File: src/rtl/vote_session_controller.sv
`default_nettype none
// ============================================================================
// Module      : vote_session_controller
// Description : Polling-booth session controller. A rising edge on arm opens
//               one voting session; exactly one single-candidate vote is
//               credited per session. Multi-bit votes are rejected, idle
//               sessions time out, and a display mode reads back the
//               per-candidate counts.
// Revision    : 1.0 - initial release
// ============================================================================
module vote_session_controller #(
    parameter int NUM_CAND = 4,
    parameter int CNT_W    = 8,
    parameter int TIMEOUT  = 1000
) (
    input  logic                clock,
    input  logic                reset,
    input  logic                mode,
    input  logic                arm,
    input  logic [NUM_CAND-1:0] vote_req,
    input  logic [2:0]          disp_sel,
    output logic                ready,
    output logic [NUM_CAND-1:0] vote_ack,
    output logic                invalid,
    output logic                timeout_err,
    output logic [CNT_W-1:0]    count_out,
    output logic [15:0]         total_votes
);

    // Timer only has to count up to TIMEOUT-1.
    localparam int                TMR_W    = (TIMEOUT > 1) ? $clog2(TIMEOUT) : 1;
    localparam logic [TMR_W-1:0]  TMR_LAST = TMR_W'(TIMEOUT - 1);
    localparam logic [CNT_W-1:0]  CNT_MAX  = {CNT_W{1'b1}};
    localparam logic [15:0]       TOT_MAX  = 16'hFFFF;
    localparam logic [NUM_CAND-1:0] REQ_ONE = {{(NUM_CAND-1){1'b0}}, 1'b1};

    typedef enum logic [1:0] {
        IDLE    = 2'd0,
        ARMED   = 2'd1,
        RECORD  = 2'd2,
        LOCKOUT = 2'd3
    } state_t;

    state_t               state_q, state_d;
    logic                 arm_prev_q, arm_prev_d;
    logic [TMR_W-1:0]     timer_q, timer_d;
    logic [NUM_CAND-1:0]  sel_q, sel_d;
    logic [CNT_W-1:0]     cnt_q [NUM_CAND];
    logic [CNT_W-1:0]     cnt_d [NUM_CAND];
    logic [15:0]          total_q, total_d;
    logic [NUM_CAND-1:0]  vote_ack_q, vote_ack_d;
    logic                 invalid_q, invalid_d;
    logic                 timeout_err_q, timeout_err_d;
    logic [CNT_W-1:0]     count_out_q, count_out_d;

    logic                 req_any;
    logic                 req_multi;
    logic                 arm_rise;
    logic [CNT_W-1:0]     count_sel;

    // A vector has two or more bits set iff clearing its lowest set bit
    // leaves something behind.
    assign req_any   = |vote_req;
    assign req_multi = |(vote_req & (vote_req - REQ_ONE));
    assign arm_rise  = arm & ~arm_prev_q;
    assign arm_prev_d = arm;

    // Session state machine: next state, timer, latched candidate and pulses.
    always_comb begin
        state_d       = state_q;
        timer_d       = timer_q;
        sel_d         = sel_q;
        vote_ack_d    = '0;
        invalid_d     = 1'b0;
        timeout_err_d = 1'b0;
        case (state_q)
            IDLE: begin
                // Edges seen while in display mode are simply lost.
                if (arm_rise && !mode) begin
                    state_d = ARMED;
                    timer_d = '0;
                end
            end
            ARMED: begin
                // Switching to display mode abandons the session silently
                // and wins over any vote or expiry in the same cycle.
                if (mode) begin
                    state_d = IDLE;
                end else if (req_multi) begin
                    invalid_d = 1'b1;
                    state_d   = LOCKOUT;
                end else if (req_any) begin
                    sel_d   = vote_req;
                    state_d = RECORD;
                end else if (timer_q == TMR_LAST) begin
                    timeout_err_d = 1'b1;
                    state_d       = IDLE;
                end else begin
                    timer_d = timer_q + TMR_W'(1);
                end
            end
            RECORD: begin
                vote_ack_d = sel_q;
                state_d    = LOCKOUT;
            end
            LOCKOUT: begin
                // Officer must drop arm and the voter must release the
                // buttons before another session can start.
                if (!arm && !req_any) begin
                    state_d = IDLE;
                end
            end
            default: begin
                state_d = IDLE;
            end
        endcase
    end

    // Credit the latched candidate and the running total during RECORD.
    always_comb begin
        for (int i = 0; i < NUM_CAND; i++) begin
            cnt_d[i] = cnt_q[i];
        end
        total_d = total_q;
        if (state_q == RECORD) begin
            for (int i = 0; i < NUM_CAND; i++) begin
                if (sel_q[i] && (cnt_q[i] != CNT_MAX)) begin
                    cnt_d[i] = cnt_q[i] + CNT_W'(1);
                end
            end
            if (total_q != TOT_MAX) begin
                total_d = total_q + 16'd1;
            end
        end
    end

    // Display read-back; out-of-range selections fall through to zero.
    always_comb begin
        count_sel = '0;
        for (int i = 0; i < NUM_CAND; i++) begin
            if (disp_sel == 3'(i)) begin
                count_sel = cnt_q[i];
            end
        end
        count_out_d = mode ? count_sel : '0;
    end

    // State, counters and registered outputs.
    always_ff @(posedge clock) begin
        if (reset) begin
            state_q       <= IDLE;
            arm_prev_q    <= 1'b0;
            timer_q       <= '0;
            sel_q         <= '0;
            for (int i = 0; i < NUM_CAND; i++) begin
                cnt_q[i] <= '0;
            end
            total_q       <= '0;
            vote_ack_q    <= '0;
            invalid_q     <= 1'b0;
            timeout_err_q <= 1'b0;
            count_out_q   <= '0;
        end else begin
            state_q       <= state_d;
            arm_prev_q    <= arm_prev_d;
            timer_q       <= timer_d;
            sel_q         <= sel_d;
            for (int i = 0; i < NUM_CAND; i++) begin
                cnt_q[i] <= cnt_d[i];
            end
            total_q       <= total_d;
            vote_ack_q    <= vote_ack_d;
            invalid_q     <= invalid_d;
            timeout_err_q <= timeout_err_d;
            count_out_q   <= count_out_d;
        end
    end

    assign ready       = (state_q == ARMED);
    assign vote_ack    = vote_ack_q;
    assign invalid     = invalid_q;
    assign timeout_err = timeout_err_q;
    assign count_out   = count_out_q;
    assign total_votes = total_q;

endmodule
`default_nettype wire

File: config.mk
export PLATFORM = sky130hd
export DESIGN_NAME = vote_session_controller
export DESIGN_NICKNAME = d
export VERILOG_FILES = /design/src/rtl/vote_session_controller.sv
export SDC_FILE = /design/constraint.sdc
export NUM_CORES = 1
export LEC_CHECK = 0
export CAP_MARGIN = 40
export CORE_UTILIZATION = 40
export DETAILED_ROUTE_END_ITERATION = 10
export SYNTH_ARGS = -nofsm -noshare
export SYNTH_HDL_FRONTEND = slang
export SYNTH_SLANG_ARGS = --single-unit
File: constraint.sdc
create_clock -name clock -period 2.15 [get_ports clock]
set_input_delay 0.645 -clock clock [delete_from_list [all_inputs] [get_ports clock]]
set_output_delay 0.645 -clock clock [all_outputs]
set_load 0.01 [all_outputs]
==> results of run 1 <==
## worst max path at each step
stage                     endpoint  depth (start not counted)  slack (ns)
global route        total_votes[2]                          7        0.03
floorplan               timer_q[3]                          4        0.34
CTS                          ready                          3        0.01
detailed placement      timer_q[8]                          5       -0.29
global placement        timer_q[8]                          5       -0.22
finish              total_votes[9]                          1        0.11
## cell type report
cell class / count / area [um2]
Clock inverter: 4 / 70.1
Fill cell: 957 / 4530
Tap cell: 129 / 161
Sequential cell: 79 / 1580
Clock buffer: 11 / 141
Inverter: 13 / 48.8
Multi-Input combinational cell: 339 / 2190
Timing Repair Buffer: 72 / 648
## layer usage
| layer | vias up | global-route usage, % | routed length, um |
|---|---|---|---|
| met5 | - | 0 | 0 |
| met4 | 0 | 6.58 | 150 |
| met3 | 10 | 3.95 | 331 |
| met2 | 59 | 29.5 | 4110 |
| met1 | 1677 | 24.6 | 4370 |
| li1 | 1810 | - | - |
## report_power, final
group          internal (mW)  leakage, nW  switching (mW)
sequential              1.48        0.637          0.0141
clock                  0.677        0.109           0.526
combinational          0.124        0.964           0.153
total                   2.28         1.71           0.693
## registers in the layout, summed over array words and instances (netlist names), named ones only
register	flops
timeout_err	1
arm_prev_q	1
count_out	8
sel_q	4
cnt_q	32
timer_q	10
invalid	1
total_votes	16
vote_ack	4
state_q	1
## logic make-up (layout without fill, tap and decap cells)
| kind of cell | count (synthesis) | count (layout) | synth area share [%] |
|---|---|---|---|
| muxes | 9 | 9 | 2.43 |
| AOI/OAI and AO/OA | 112 | 112 | 18.9 |
| adders and majority gates | 7 | 7 | 2.17 |
| xor gates and xnor gates | 16 | 16 | 3.58 |
| buffers and inverters | 33 | 100 | 3.61 |
| DFF | 79 | 79 | 40.4 |
| and+or+nand+nor | 195 | 195 | 29.0 |
## layout by cell type, fill, tap and decap left out, types with 6 or more instances in the layout
master and n:
clkdlybuf4s50_1 36, and3_1 8, buf_4 31, nor2b_1 14
clkbuf_8 10, o211ai_1 7, ha_1 6, nor3_1 9
inv_1 13, or4_1 18, o31ai_1 17, nand2_1 20
o21ai_0 22, o221ai_1 8, nand4_1 12, nor2_1 47
a211oi_1 10, a21oi_1 33, or3_1 13, xor2_1 11
nor4_1 7, nand3_1 16, dfxtp_1 79
## repair_timing
item                                    CTS  global route
buffers inserted                          0             1
hold endpoints to repair                  0             0
endpoints found under the setup margin    0             5
gates resized for setup                   0             4
==> out/metrics.yaml, run 1 <==
global_route:
  grt_overflow_total: 0
  grt_pass1_vias: 3164
  grt_usage_pct: 18.5
  grt_max_degree: 27
  antenna_found_initial: 0
  grt_pass1_wl_um: 14900
placement:
  dp.cells: 631
  place_ws_ns: -0.291
  port_buffers: 41
  placed_cell_area_um2: 4620
  gp_congestion: 0.791
  place_hpwl_um: 6440
min_path:
  min_from: "timer_q[8]"
  holdCritPathClass: "reg -> reg"
  hold_end: "timer_q[8]"
  worstHoldPathCells: 2
critical_path:
  r2r_start: "total_votes[0]"
  crit_path_top_delay_cell: "clkdlybuf4s50_1"
  critPathBufInv: 1
  cp-start-kind: "register"
  cp-end-kind: "output port"
  cp_top_family: "buffers and inverters"
  required_ns: 1.50
  cpPeakStageDelay_ns: 0.59
  regToRegSetupSlack_ns: 0.18
  arrival_ns: 1.39
  cp-startpoint: "total_votes[9]"
  r2r-end: "total_votes[10]"
  critPathKind: "reg -> out"
  critPathMaxFanout: 8
  path_cells: "clkdlybuf4s50_1"
  r2r.worst_path.cells: 6
finish:
  final_nets: 531
  final_util_pct: 51.7
  diodes: 0
  layout-drive-gt1-share_pct: 12.2
  design_area_um2: 4840
  area_delta_synth_final_pct: 23.7
  fin_cells: 647
timing:
  max_freq_mhz: 491
  period_share_pct: 94.7
  period_needed_ns: 2.04
  worst_slew_pin_slew_ns: 0.527
  finalSetupTns_ns: 0
  hold_violations: 0
  slew_viol_final: 0
  rsz0062_at_grt: "no"
  timing.hold.ws_ns: 0.493
  skew_ns: 0.0115
  finalSetupViolCount: 0
  relSlewSlack_pct: 64.0
  worst_slack_ns: 0.113
clock_network:
  clkTransAtPathRegs_ns: 0.08
  postCtsHoldBufs: 0
  cts-root-buf: "clkbuf_8"
  clockBufferDepth: 2
  cts_tree: "built"
  h-tree-depth: 3
  cts_sinks: 79
  clkLatencyLatePin_ns: 0.34
  cts_buffers: 9
die:
  core_um2: 9370
  io_pins: 42
  initial_core_util_pct: 41.8
  die-area_um2: 10200
  die_x_um: 101
  num_rows: 35
  fp.dieH_um: 101
detailed_routing:
  wl_per_cell_um: 13.9
  drc: 0
  ant_nets: 0
  drt-initial-drc-count: 193
  vias_per_cell: 5.50
  firstDrtPassIters: 4
  dr_total_vias: 3556
  drt_wl_total_um: 8970
logic_synthesis:
  synthCells: 451
  synth_seq_area_share_pct: 40.4
  yosysTopAreaCellShare_pct: 40.4
  synthTopCellsByArea: "dfxtp_1, nor2_1, a21oi_1"
  yosysWarningCount: 0
  yosysMostFrequentCell: "dfxtp_1"
  synth_top_cell_by_area: "dfxtp_1"
  synth-edff-count: 0
  syn_area_um2: 3920
  ys.flop_type: "dfxtp_1"
  syn_avg_cell_area_um2: 8.68
  ys_seq_elements: 79
  synthArstFlopShare_pct: 0
  synth_commonest_cells: "dfxtp_1, nor2_1, a21oi_1"
  synth_nets: 468
  synth_cell_types: 58
job:
  cap_violations: 0
power:
  p_leak_nw: 1.71
  vdd_drop_max_mv: 0.344
  p_per_area_nw_per_um2: 614
  power.total_mw: 2.97
status:
  status: "finished clean"
Power figures use the tool's default switching activity.
==> run 2, diff against run 1 <==
--- a/config.mk
+++ b/config.mk
@@ -11,3 +11,4 @@
 export SYNTH_ARGS = -nofsm -noshare
 export SYNTH_HDL_FRONTEND = slang
 export SYNTH_SLANG_ARGS = --single-unit
+export TNS_END_PERCENT = 50
==> results of run 2 <==
Same layout as run 1: the final DEF is identical, and so are final timing and power.
==> run 3, diff against run 2 <==
--- a/config.mk
+++ b/config.mk
@@ -5,9 +5,9 @@
 export SDC_FILE = /design/constraint.sdc
 export NUM_CORES = 1
 export LEC_CHECK = 0
-export CAP_MARGIN = 40
 export CORE_UTILIZATION = 40
 export DETAILED_ROUTE_END_ITERATION = 10
+export DONT_BUFFER_PORTS = 1
 export SYNTH_ARGS = -nofsm -noshare
 export SYNTH_HDL_FRONTEND = slang
 export SYNTH_SLANG_ARGS = --single-unit
==> out/metrics.yaml, run 3 (same netlist as run 1, synthesis figures left out) <==
timing:
  finalSetupViolCount: 0  # unchanged
  slew_viol_final: 0  # unchanged
  period_share_pct: 90.5  # was 94.7%
  relSlewSlack_pct: 66.6  # was 64.0%
  skew_ns: 0.00858  # was 0.0115 ns
  finalSetupTns_ns: 0  # unchanged
  worst_slew_pin_slew_ns: 0.488  # was 0.527 ns
  rsz0062_at_grt: "no"  # unchanged
  max_freq_mhz: 514  # was 491 MHz
  hold_violations: 0  # unchanged
  period_needed_ns: 1.95  # was 2.04 ns
clock_network:
  cts_tree: "built"  # unchanged
  post_cts_resized: 0  # unchanged
  cts_sinks: 79  # unchanged
  clkTransAtPathRegs_ns: 0.08  # about the same
  clockBufferDepth: 2  # unchanged
  h-tree-depth: 3  # unchanged
  clkLatencyLatePin_ns: 0.34  # about the same
  post_cts_buffers: 0  # unchanged
  cts_buffers: 9  # unchanged
  cts-root-buf: "clkbuf_8"  # unchanged
  postCtsHoldBufs: 0  # unchanged
critical_path:
  critPathMaxFanout: 19  # was 8
  r2r.worst_path.cells: 6  # unchanged
  cp-startpoint: "total_votes[0]"  # was total_votes[9]
  crit_end: "total_votes[10]"  # was total_votes[9]
  cp-end-kind: "register"  # was output port
  required_ns: 2.39  # was 1.50 ns
  r2r-end: "total_votes[10]"  # unchanged
  cp-start-kind: "register"  # unchanged
  r2r_start: "total_votes[0]"  # unchanged
  critPathKind: "reg -> reg"  # was reg -> out
  arrival_ns: 2.19  # was 1.39 ns
  regToRegSetupSlack_ns: 0.20  # was 0.18 ns
power:
  vdd_drop_max_mv: 0.317  # was 0.344 mV
  combPwrFrac_pct: 4.9  # was 9.3%
  p_seq_share_pct: 48.8  # was 50.2%
  power.total_mw: 3.08  # was 2.97 mW
  internal-power_mw: 2.43  # was 2.28 mW
  p_leak_nw: 1.43  # was 1.71 nW
  p_per_area_nw_per_um2: 716  # was 614 nW/um2
  p_switching_mw: 0.648  # was 0.693 mW
  clockPowerShare_pct: 46.4  # was 40.5%
  swShare_pct: 21.0  # was 23.3%
die:
  die_x_um: 101  # unchanged
  core_um2: 9370  # unchanged
  initial_core_util_pct: 41.8  # unchanged
  fp.dieH_um: 101  # unchanged
  io_pins: 42  # unchanged
  num_rows: 35  # unchanged
  die-area_um2: 10200  # unchanged
finish:
  largest_register_ffs: 32  # unchanged
  layout-drive-gt1-share_pct: 8.59  # was 12.2%
  top_register: "cnt_q"  # unchanged
  final_cell_mix: "dfxtp_1, nor2_1, a21oi_1, o21ai_0, nand2_1"  # was dfxtp_1, nor2_1, clkdlybuf4s50_1, a21oi_1, buf_4
  final_nets: 466  # was 531
  final_common_cell: "dfxtp_1"  # unchanged
  area_delta_synth_final_pct: 9.74  # was 23.7%
  diodes: 0  # unchanged
placement:
  gp_congestion: 0.794  # was 0.791
  port_buffers: 0  # was 41
  place_hpwl_um: 5980  # was 6440 um
global_route:
  grt_usage_pct: 17.6  # was 18.5%
  grt_pass1_wl_um: 14200  # was 14900 um
  antenna_found_initial: 0  # unchanged
  grt_overflow_total: 0  # unchanged
  grt_pass1_vias: 3042  # was 3164
  grt_max_degree: 71  # was 27
job:
  cap_violations: 0  # unchanged
detailed_routing:
  firstDrtPassIters: 4  # unchanged
  ant_nets: 0  # unchanged
  drc: 0  # unchanged
  dr_total_vias: 3306  # was 3556
  drt-initial-drc-count: 144  # was 193
  drt_wl_total_um: 8520  # was 8970 um
  wl_per_cell_um: 14.6  # was 13.9 um
  vias_per_cell: 5.67  # was 5.50
status:
  status: "finished clean"  # unchanged
min_path:
  holdCritPathClass: "in -> reg"  # was reg -> reg
## run 3: changes by cell type in the layout (fill, tap and decap cells not counted)
cell,change
bufinv_16,+2
buf_4,-24
dlymetal6s2s_1,-4
clkdlybuf4s50_1,-36
clkinv_2,-1
buf_2,-1
clkinvlp_4,+1
clkbuf_8,-1
## run 3: layer usage
metal	routed length [um]	track usage [%]	up-vias
li1	-	-	1686
met4	98	6.91	0
met1	4080	21.9	1562
met5	0	0	-
met3	363	4.09	7
met2	3980	29.4	51
## run 3: cell type report
cell class | count | area [um2]
Tap cell | 129 | 161
Multi-Input combinational cell | 339 | 2190
Inverter | 13 | 48.8
Sequential cell | 79 | 1580
Timing Repair Buffer | 7 | 52.6
Fill cell | 949 | 5070
Clock buffer | 10 | 128
Clock inverter | 6 | 133
## run 3: critical path, stage by stage, from the launching register on
cell and delay, ns:
dfxtp_1 0.47, ha_1 0.26, nand4_1 0.19, nor4b_2 0.33
buf_4 0.26, nor4_1 0.08, mux2_2 0.27
## run 3: worst min path at each step
| stage | from | to | slack [ns] | cells past startpoint |
|---|---|---|---|---|
| 3_3_place_gp | timer_q[8] | timer_q[8] | 0.47 | 2 |
| 2_1_floorplan | sel_q[3] | vote_ack[3] | 0.44 | 1 |
| 4_1_cts | reset | total_votes[8] | 0.34 | 1 |
| 5_1_grt | reset | total_votes[8] | 0.34 | 1 |
| 6_report | reset | total_votes[11] | 0.36 | 1 |
| 3_5_place_dp | cnt_q[0][5] | cnt_q[0][5] | 0.48 | 2 |
## run 3: power by group through the flow
| stage | logic [mW] | registers [mW] | clock network (mW) |
|---|---|---|---|
| after global placement | 0.148 | 1.53 | 0 |
| after global routing | 0.169 | 1.50 | 1.51 |
| after CTS | 0.151 | 1.50 | 1.46 |
| after floorplan | 0.149 | 1.53 | 0 |
| after detailed placement | 0.151 | 1.54 | 0 |
| final | 0.150 | 1.50 | 1.43 |
## run 3: stage by stage
stage	hold WS [ns]	setup WS [ns]	utilization (%)	area, um2	cells
4_1_cts	0.344	0.218	45.9	4300	583
5_1_grt	0.345	0.0519	45.9	4300	583
2_1_floorplan	0.444	0.343	-	3920	451
6_report	0.363	0.204	45.9	4300	583
3_3_place_gp	0.468	0.250	43.1	4040	567
3_5_place_dp	0.477	0.138	43.1	4040	567
